[src/rtl/debug_uart_tx_fifo_pkg.sv]
// Shared peripheral definitions for the debug UART transmitter: serializer
// state encoding and 8N1 frame constants.
package debug_uart_tx_fifo_pkg;

  typedef enum logic [1:0] {
    IDLE  = 2'd0,
    START = 2'd1,
    DATA  = 2'd2,
    STOP  = 2'd3
  } tx_state_e;

  localparam int unsigned UART_DATA_BITS = 8;
  localparam int unsigned UART_STOP_BITS = 1;

endpackage

[src/rtl/debug_uart_tx_fifo_sync_fifo.sv]
// Single-clock FIFO with wrap-around pointers and a separate occupancy count.
// Pushes are ignored while full and pops are ignored while empty.
module sync_fifo #(
  parameter int unsigned WIDTH = 8,
  parameter int unsigned DEPTH = 4,
  localparam int unsigned PTR_W = $clog2(DEPTH),
  localparam int unsigned CNT_W = $clog2(DEPTH) + 1
) (
  input  logic             clk,
  input  logic             rst_n,
  input  logic             push,
  input  logic [WIDTH-1:0] push_data,
  input  logic             pop,
  output logic [WIDTH-1:0] pop_data,
  output logic             full,
  output logic             empty,
  output logic [CNT_W-1:0] count
);

  logic [WIDTH-1:0] mem_q [DEPTH];
  logic [PTR_W-1:0] wr_ptr_q, wr_ptr_d;
  logic [PTR_W-1:0] rd_ptr_q, rd_ptr_d;
  logic [CNT_W-1:0] count_q, count_d;
  logic             push_ok, pop_ok;

  assign full     = (count_q == CNT_W'(DEPTH));
  assign empty    = (count_q == '0);
  assign count    = count_q;
  assign pop_data = mem_q[rd_ptr_q];
  assign push_ok  = push && !full;
  assign pop_ok   = pop && !empty;

  always_comb begin
    wr_ptr_d = wr_ptr_q + PTR_W'(push_ok);
    rd_ptr_d = rd_ptr_q + PTR_W'(pop_ok);
    count_d  = count_q + CNT_W'(push_ok) - CNT_W'(pop_ok);
  end

  // NOTE: sequential state uses non-blocking assignments so every flop samples
  // pre-edge values, independent of statement order.
  always_ff @(posedge clk or negedge rst_n) begin
    if (!rst_n) begin
      wr_ptr_q <= '0;
      rd_ptr_q <= '0;
      count_q  <= '0;
    end else begin
      wr_ptr_q <= wr_ptr_d;
      rd_ptr_q <= rd_ptr_d;
      count_q  <= count_d;
    end
  end

  // NOTE: storage has no reset; a slot is only read after it has been written.
  always_ff @(posedge clk) begin
    if (push_ok) begin
      mem_q[wr_ptr_q] <= push_data;
    end
  end

endmodule

[src/rtl/debug_uart_tx_fifo.sv]
// Debug UART transmitter: byte FIFO feeding an 8N1 serializer. Frames are sent
// back-to-back while bytes are queued; writes into a full FIFO set a sticky flag.
module debug_uart_tx_fifo
  import debug_uart_tx_fifo_pkg::*;
#(
  parameter int unsigned CLK_HZ   = 14_000_000,
  parameter int unsigned BIT_RATE = 9600,
  parameter int unsigned DEPTH    = 4
) (
  input  logic                      clk,
  input  logic                      rst_n,
  input  logic                      wr_en,
  input  logic [UART_DATA_BITS-1:0] wr_data,
  input  logic                      clr_overflow,
  output logic                      txd,
  output logic                      busy,
  output logic                      full,
  output logic [$clog2(DEPTH):0]    level,
  output logic                      overflow
);

  localparam int unsigned DIV   = CLK_HZ / BIT_RATE;
  localparam int unsigned DIV_W = (DIV > 1) ? $clog2(DIV) : 1;
  localparam int unsigned BIT_W = $clog2(UART_DATA_BITS);

  if (DIV < 2) begin : g_bad_div
    $error("debug_uart_tx_fifo: CLK_HZ/BIT_RATE must be at least 2");
  end
  if (DEPTH < 2 || DEPTH > 16 || (DEPTH & (DEPTH - 1)) != 0) begin : g_bad_depth
    $error("debug_uart_tx_fifo: DEPTH must be a power of two in 2..16");
  end

  tx_state_e                 state_q, state_d;
  logic [DIV_W-1:0]          div_cnt_q, div_cnt_d;
  logic [BIT_W-1:0]          bit_cnt_q, bit_cnt_d;
  logic [UART_DATA_BITS-1:0] shift_q, shift_d;
  logic                      txd_q, txd_d;
  logic                      overflow_q, overflow_d;

  logic                      fifo_pop, fifo_full, fifo_empty;
  logic [UART_DATA_BITS-1:0] fifo_rdata;
  logic [$clog2(DEPTH):0]    fifo_count;
  logic                      div_done, last_stop;

  sync_fifo #(
    .WIDTH (UART_DATA_BITS),
    .DEPTH (DEPTH)
  ) u_fifo (
    .clk       (clk),
    .rst_n     (rst_n),
    .push      (wr_en),
    .push_data (wr_data),
    .pop       (fifo_pop),
    .pop_data  (fifo_rdata),
    .full      (fifo_full),
    .empty     (fifo_empty),
    .count     (fifo_count)
  );

  assign div_done  = (div_cnt_q == DIV_W'(DIV - 1));
  assign last_stop = (bit_cnt_q == BIT_W'(UART_STOP_BITS - 1));

  always_ff @(posedge clk or negedge rst_n) begin
    if (!rst_n) begin
      state_q    <= IDLE;
      div_cnt_q  <= '0;
      bit_cnt_q  <= '0;
      shift_q    <= '0;
      txd_q      <= 1'b1;
      overflow_q <= 1'b0;
    end else begin
      state_q    <= state_d;
      div_cnt_q  <= div_cnt_d;
      bit_cnt_q  <= bit_cnt_d;
      shift_q    <= shift_d;
      txd_q      <= txd_d;
      overflow_q <= overflow_d;
    end
  end

  // NOTE: every variable assigned in always_comb gets a default first, so no
  // path can leave it unassigned and infer a latch.
  always_comb begin
    state_d   = state_q;
    div_cnt_d = div_done ? '0 : div_cnt_q + DIV_W'(1);
    bit_cnt_d = bit_cnt_q;
    shift_d   = shift_q;
    unique case (state_q)
      IDLE: begin
        div_cnt_d = '0;
        if (fifo_pop) begin
          state_d = START;
          shift_d = fifo_rdata;
        end
      end
      START: begin
        if (div_done) begin
          state_d   = DATA;
          bit_cnt_d = '0;
        end
      end
      DATA: begin
        if (div_done) begin
          shift_d = shift_q >> 1;
          if (bit_cnt_q == BIT_W'(UART_DATA_BITS - 1)) begin
            state_d   = STOP;
            bit_cnt_d = '0;
          end else begin
            bit_cnt_d = bit_cnt_q + BIT_W'(1);
          end
        end
      end
      STOP: begin
        if (div_done) begin
          if (!last_stop) begin
            bit_cnt_d = bit_cnt_q + BIT_W'(1);
          end else if (fifo_pop) begin
            state_d = START;
            shift_d = fifo_rdata;
          end else begin
            state_d = IDLE;
          end
        end
      end
      default: state_d = IDLE;
    endcase
  end

  // txd is registered from the current state, so it trails the state by one
  // cycle; every bit, including the stop bit, still lasts exactly DIV cycles.
  always_comb begin
    fifo_pop = 1'b0;
    txd_d    = 1'b1;
    unique case (state_q)
      IDLE:    fifo_pop = !fifo_empty;
      START:   txd_d    = 1'b0;
      DATA:    txd_d    = shift_q[0];
      STOP:    fifo_pop = div_done && last_stop && !fifo_empty;
      default: txd_d    = 1'b1;
    endcase
  end

  // A dropped write wins over a coincident clear.
  always_comb begin
    overflow_d = overflow_q;
    if (wr_en && fifo_full) begin
      overflow_d = 1'b1;
    end else if (clr_overflow) begin
      overflow_d = 1'b0;
    end
  end

  assign txd      = txd_q;
  assign busy     = !fifo_empty || (state_q != IDLE);
  assign full     = fifo_full;
  assign level    = fifo_count;
  assign overflow = overflow_q;

endmodule

[config.mk]
export PLATFORM = sky130hd
export DESIGN_NAME = debug_uart_tx_fifo
export DESIGN_NICKNAME = d
export VERILOG_FILES = /design/src/rtl/debug_uart_tx_fifo_pkg.sv /design/src/rtl/debug_uart_tx_fifo_sync_fifo.sv /design/src/rtl/debug_uart_tx_fifo.sv
export SDC_FILE = /design/constraint.sdc
export NUM_CORES = 1
export LEC_CHECK = 0
export BUFFER_PORTS_ARGS = -buffer_cell sky130_fd_sc_hd__buf_2
export CAP_MARGIN = 20
export CORE_ASPECT_RATIO = 2
export CORE_MARGIN = 5
export CORE_UTILIZATION = 30
export CTS_CLUSTER_DIAMETER = 120
export DETAILED_ROUTE_END_ITERATION = 10
export PLACE_DENSITY_LB_ADDON = 0.1
export SLEW_MARGIN = 20
export SYNTH_ARGS = -nofsm -noshare
export SYNTH_HDL_FRONTEND = slang
export SYNTH_SLANG_ARGS = --single-unit
[constraint.sdc]
create_clock -name clk -period 6 [get_ports clk]
set_input_delay 0.9 -clock clk [delete_from_list [all_inputs] [get_ports clk]]
set_output_delay 0.9 -clock clk [all_outputs]
set_load 0.05 [all_outputs]
==> summary.md <==
| Metric | Value |
|---|---|
| Count of different cell masters after synthesis | 41 |
| Combinational cell fraction of total power | 34.2% |
| Syn Nets | 251 |
| Core Footprint | 10020 sq um |
| Clock power share | 29.8% |
| Total Nets Final | 271 |
| Post-synthesis compound-gate area fraction | 5.880% |
| Post-synthesis adder-cell area fraction | 5.217% |
| Flops & latches, synth | 65 |
| Area grow syn2layout | 18.01% |
| Largest area contributor in the netlist | edfxtp_1 |
| Number of instances in the synthesized netlist | 227 |
| RSZ-0062 raised after global routing | no |
| DR iter-0 viols | 33 |
| Max_cap viols | 0 |
| Die height | 151.9 microns |
| Post-route ant nets | 0 |
| I/O Buffers | 18 |
| Switching share of power | 34.15% |
| Final setup fails | 0 |
| Die Footprint | 12300 sq um |
| Period minus WS final | 3.468 ns |
| Setup Crit Path Kind | register to register |
| Top cell type's share of synthesized area | 31.80% |
| Later-pin clock latency in the skew report | 0.32 ns |
| Number of CTS-inserted buffers | 9 |
| Worst IR Drop VDD | 0.0002056 V |
| Grt ovf | 0 |
| Max FO, Critical Path | 21 |
| DR vias/cell | 4.450 |
| Diodes inserted | 0 |
| Mux cell area share after synthesis | 8.944% |
| Site Rows | 52 |
| Remaining DRCs | 0 |
| Initial core utilization | 30.16% |
| Post-Synth Simple-Gate Area | 12.01% |
| Pwr/cell area | 553.1 nW/um^2 |
| Max Clock Skew | 0.004412 ns |
| Cts repair resizes | 0 |
| Mean Syn Cell Area | 13.31 sq um |
| Asr flop ratio synth | 50.77% |
| XOR/XNOR Fraction of Synth Area | 4.348% |
| Final HPWL DP | 4137 microns |
| # IOs | 19 |
| Internal Power | 1299 uW |
| Final WL | 5768 microns |
| Critical path startpoint category | register |
| DR vias | 1722 |
| Postcts setup bufs | 0 |
| Number of synthesized flops with an enable pin | 32 |
| Number of global-route vias before repair | 1966 |
| Main area contributors after synthesis | edfxtp_1 (32%), dfrtp_1 (27%), mux4_2 (6.0%) |
| Outcome | completed |
| Root Buffer | clkbuf_16 |
| Critical Path AT | 3.71 ns |
| Sw power | 673.6 uW |
| Final core occ | 35.59% |
| First-pass GRT wire length | 9998 microns |
| Final Hold Viols | 0 |
| Rel. slew slack | 41.02% |
| F_max | 288.3 MHz |
| Die width | 80.97 microns |
| Share of post-route cells with drive strength above 1 | 22.22% |
| Largest net degree at the start of global routing | 34 |
| Clock buffer depth | 2 |
| Top cells by count, synth | dfrtp_1 (32), edfxtp_1 (32), inv_1 (19) |
| CTS Sinks | 65 |
| Worst EP required | 6.24 ns |
| Avg WL per Cell | 14.90 microns |
| Pre-Repair DR Iteration Count | 4 |
| H-tree depth | 3 |
| CTS Hold Bufs | 0 |
| Leakage | 0.001398 uW |
| Final WS setup | 2.532 ns |
| TNS Setup | 0 ns |
| Register share of total power | 36.0% |
| Gpl congestion | 0.7318 |
| Setup crit end kind | register |
| Total track usage | 10.85% |
| Post-synthesis sequential area ratio | 59.17% |
| Initial antenna violation count | 0 |
| Post-Place Setup Slack | 2.507 ns |
| Main combinational cell family by area after synthesis | simple AND/OR/NAND/NOR gates |
| Syn. warnings | 0 |
| Period Utilization, post-route | 57.81% |
| Power, Total | 1972 uW |
| Worst-path clk slew | 0.05 ns |
| Worst-Margin Slew | 0.8846 ns |
| Prevailing post-synth register cell | edfxtp_1 |
| Hold WC Path Type | register to register |
| CTS tree | done |
| Post-Synthesis Cell Area | 3022 sq um |
| Fin. max-slew vios | 0 |
area by class of cell:
| cell class | instances | area [sq um] |
|---|---|---|
| Timing Repair Buffer | 19 | 97.59 |
| Tap cell | 135 | 168.9 |
| Sequential cell | 65 | 1788 |
| Clock buffer | 10 | 229.0 |
| Fill cell | 1032 | 6454 |
| Inverter | 19 | 71.32 |
| Multi-Input combinational cell | 133 | 1105 |
| Clock inverter | 6 | 106.4 |
kinds of logic after synthesis:
kind of cell    after synthesis
xor+xnor                     15
compound gates               25
flops                        65
simple gates                 65
mux                          16
fa+ha+maj                    12
buf+inv                      29
state kept, by name (all words and copies together) (netlist names), 2 cells and up:
signal and cells:
bit_cnt_q 3, shift_q 8, u_fifo.rd_ptr_q 2, u_fifo.mem_q 32, div_cnt_q 11, u_fifo.wr_ptr_q 2
state_q 2, u_fifo.count 3
power groups by stage:
stage          registers (uW)  logic [uW]  clock network, uW
2_1_floorplan             726         546                  0
3_3_place_gp              722         683                  0
3_5_place_dp              724         694                  0
4_1_cts                   718         694                603
5_1_grt                   733         761                626
6_report                  711         674                588
layout by cell type, fill, tap and decap left out, types with 4 or more instances in the layout:
cell type | synthesis | layout
inv_1 | 19 | 19
buf_2 | 2 | 18
mux2_2 | 7 | 7
clkbuf_16 | 0 | 9
nand4b_1 | 9 | 9
dfrtp_1 | 32 | 32
nand3_1 | 4 | 4
mux4_2 | 8 | 8
xnor2_1 | 7 | 7
xor2_1 | 8 | 8
nand2_1 | 18 | 18
ha_1 | 11 | 11
edfxtp_1 | 32 | 32
nor2_1 | 14 | 14
o311ai_1 | 7 | 7
o21ai_0 | 11 | 11
critical path: stages (launching register included):
cell and delay (ns):
dfrtp_1 0.40, inv_1 0.06, ha_1 0.12, or4b_4 0.47
o31ai_2 0.75, nor3b_2 0.29, buf_4 0.28, xor2_1 0.11
ha_1 0.22, fa_1 0.38, xnor2_1 0.17, xnor2_1 0.14
routing by layer:
metal / global-route usage (%) / wire (microns) / vias up
met5: 0 / 0 / -
met2: 19.54 / 3312 / 20
met4: 5.479 / 168 / 0
li1: - / - / 854
met1: 10.83 / 2142 / 837
met3: 3.199 / 144 / 11
path summary, 6_finish.rpt:
| check | from | endpoint | slack [ns] | cells past startpoint |
|---|---|---|---|---|
| min reg2reg | shift_q[0] | txd | 0.50 | 2 |
| max in group asynchronous | rst_n | shift_q[3] | 4.84 | 1 |
| min | shift_q[0] | txd | 0.50 | 2 |
| max reg2reg | div_cnt_q[1] | u_fifo.count[2] | 2.53 | 11 |
| min in group asynchronous | rst_n | div_cnt_q[6] | 0.65 | 1 |
| max | div_cnt_q[1] | u_fifo.count[2] | 2.53 | 11 |
metrics by stage:
step | hold slack (ns) | std cells | cell area [sq um]
after CTS | 0.5098 | 387 | 3566
after detailed placement | 0.5024 | 371 | 3231
after global placement | 0.4902 | 371 | 3231
after floorplan | 0.4563 | 227 | 3022
after global routing | 0.5355 | 387 | 3566
final | 0.5008 | 387 | 3566
No activity file was read; power rests on OpenSTA's default activity.
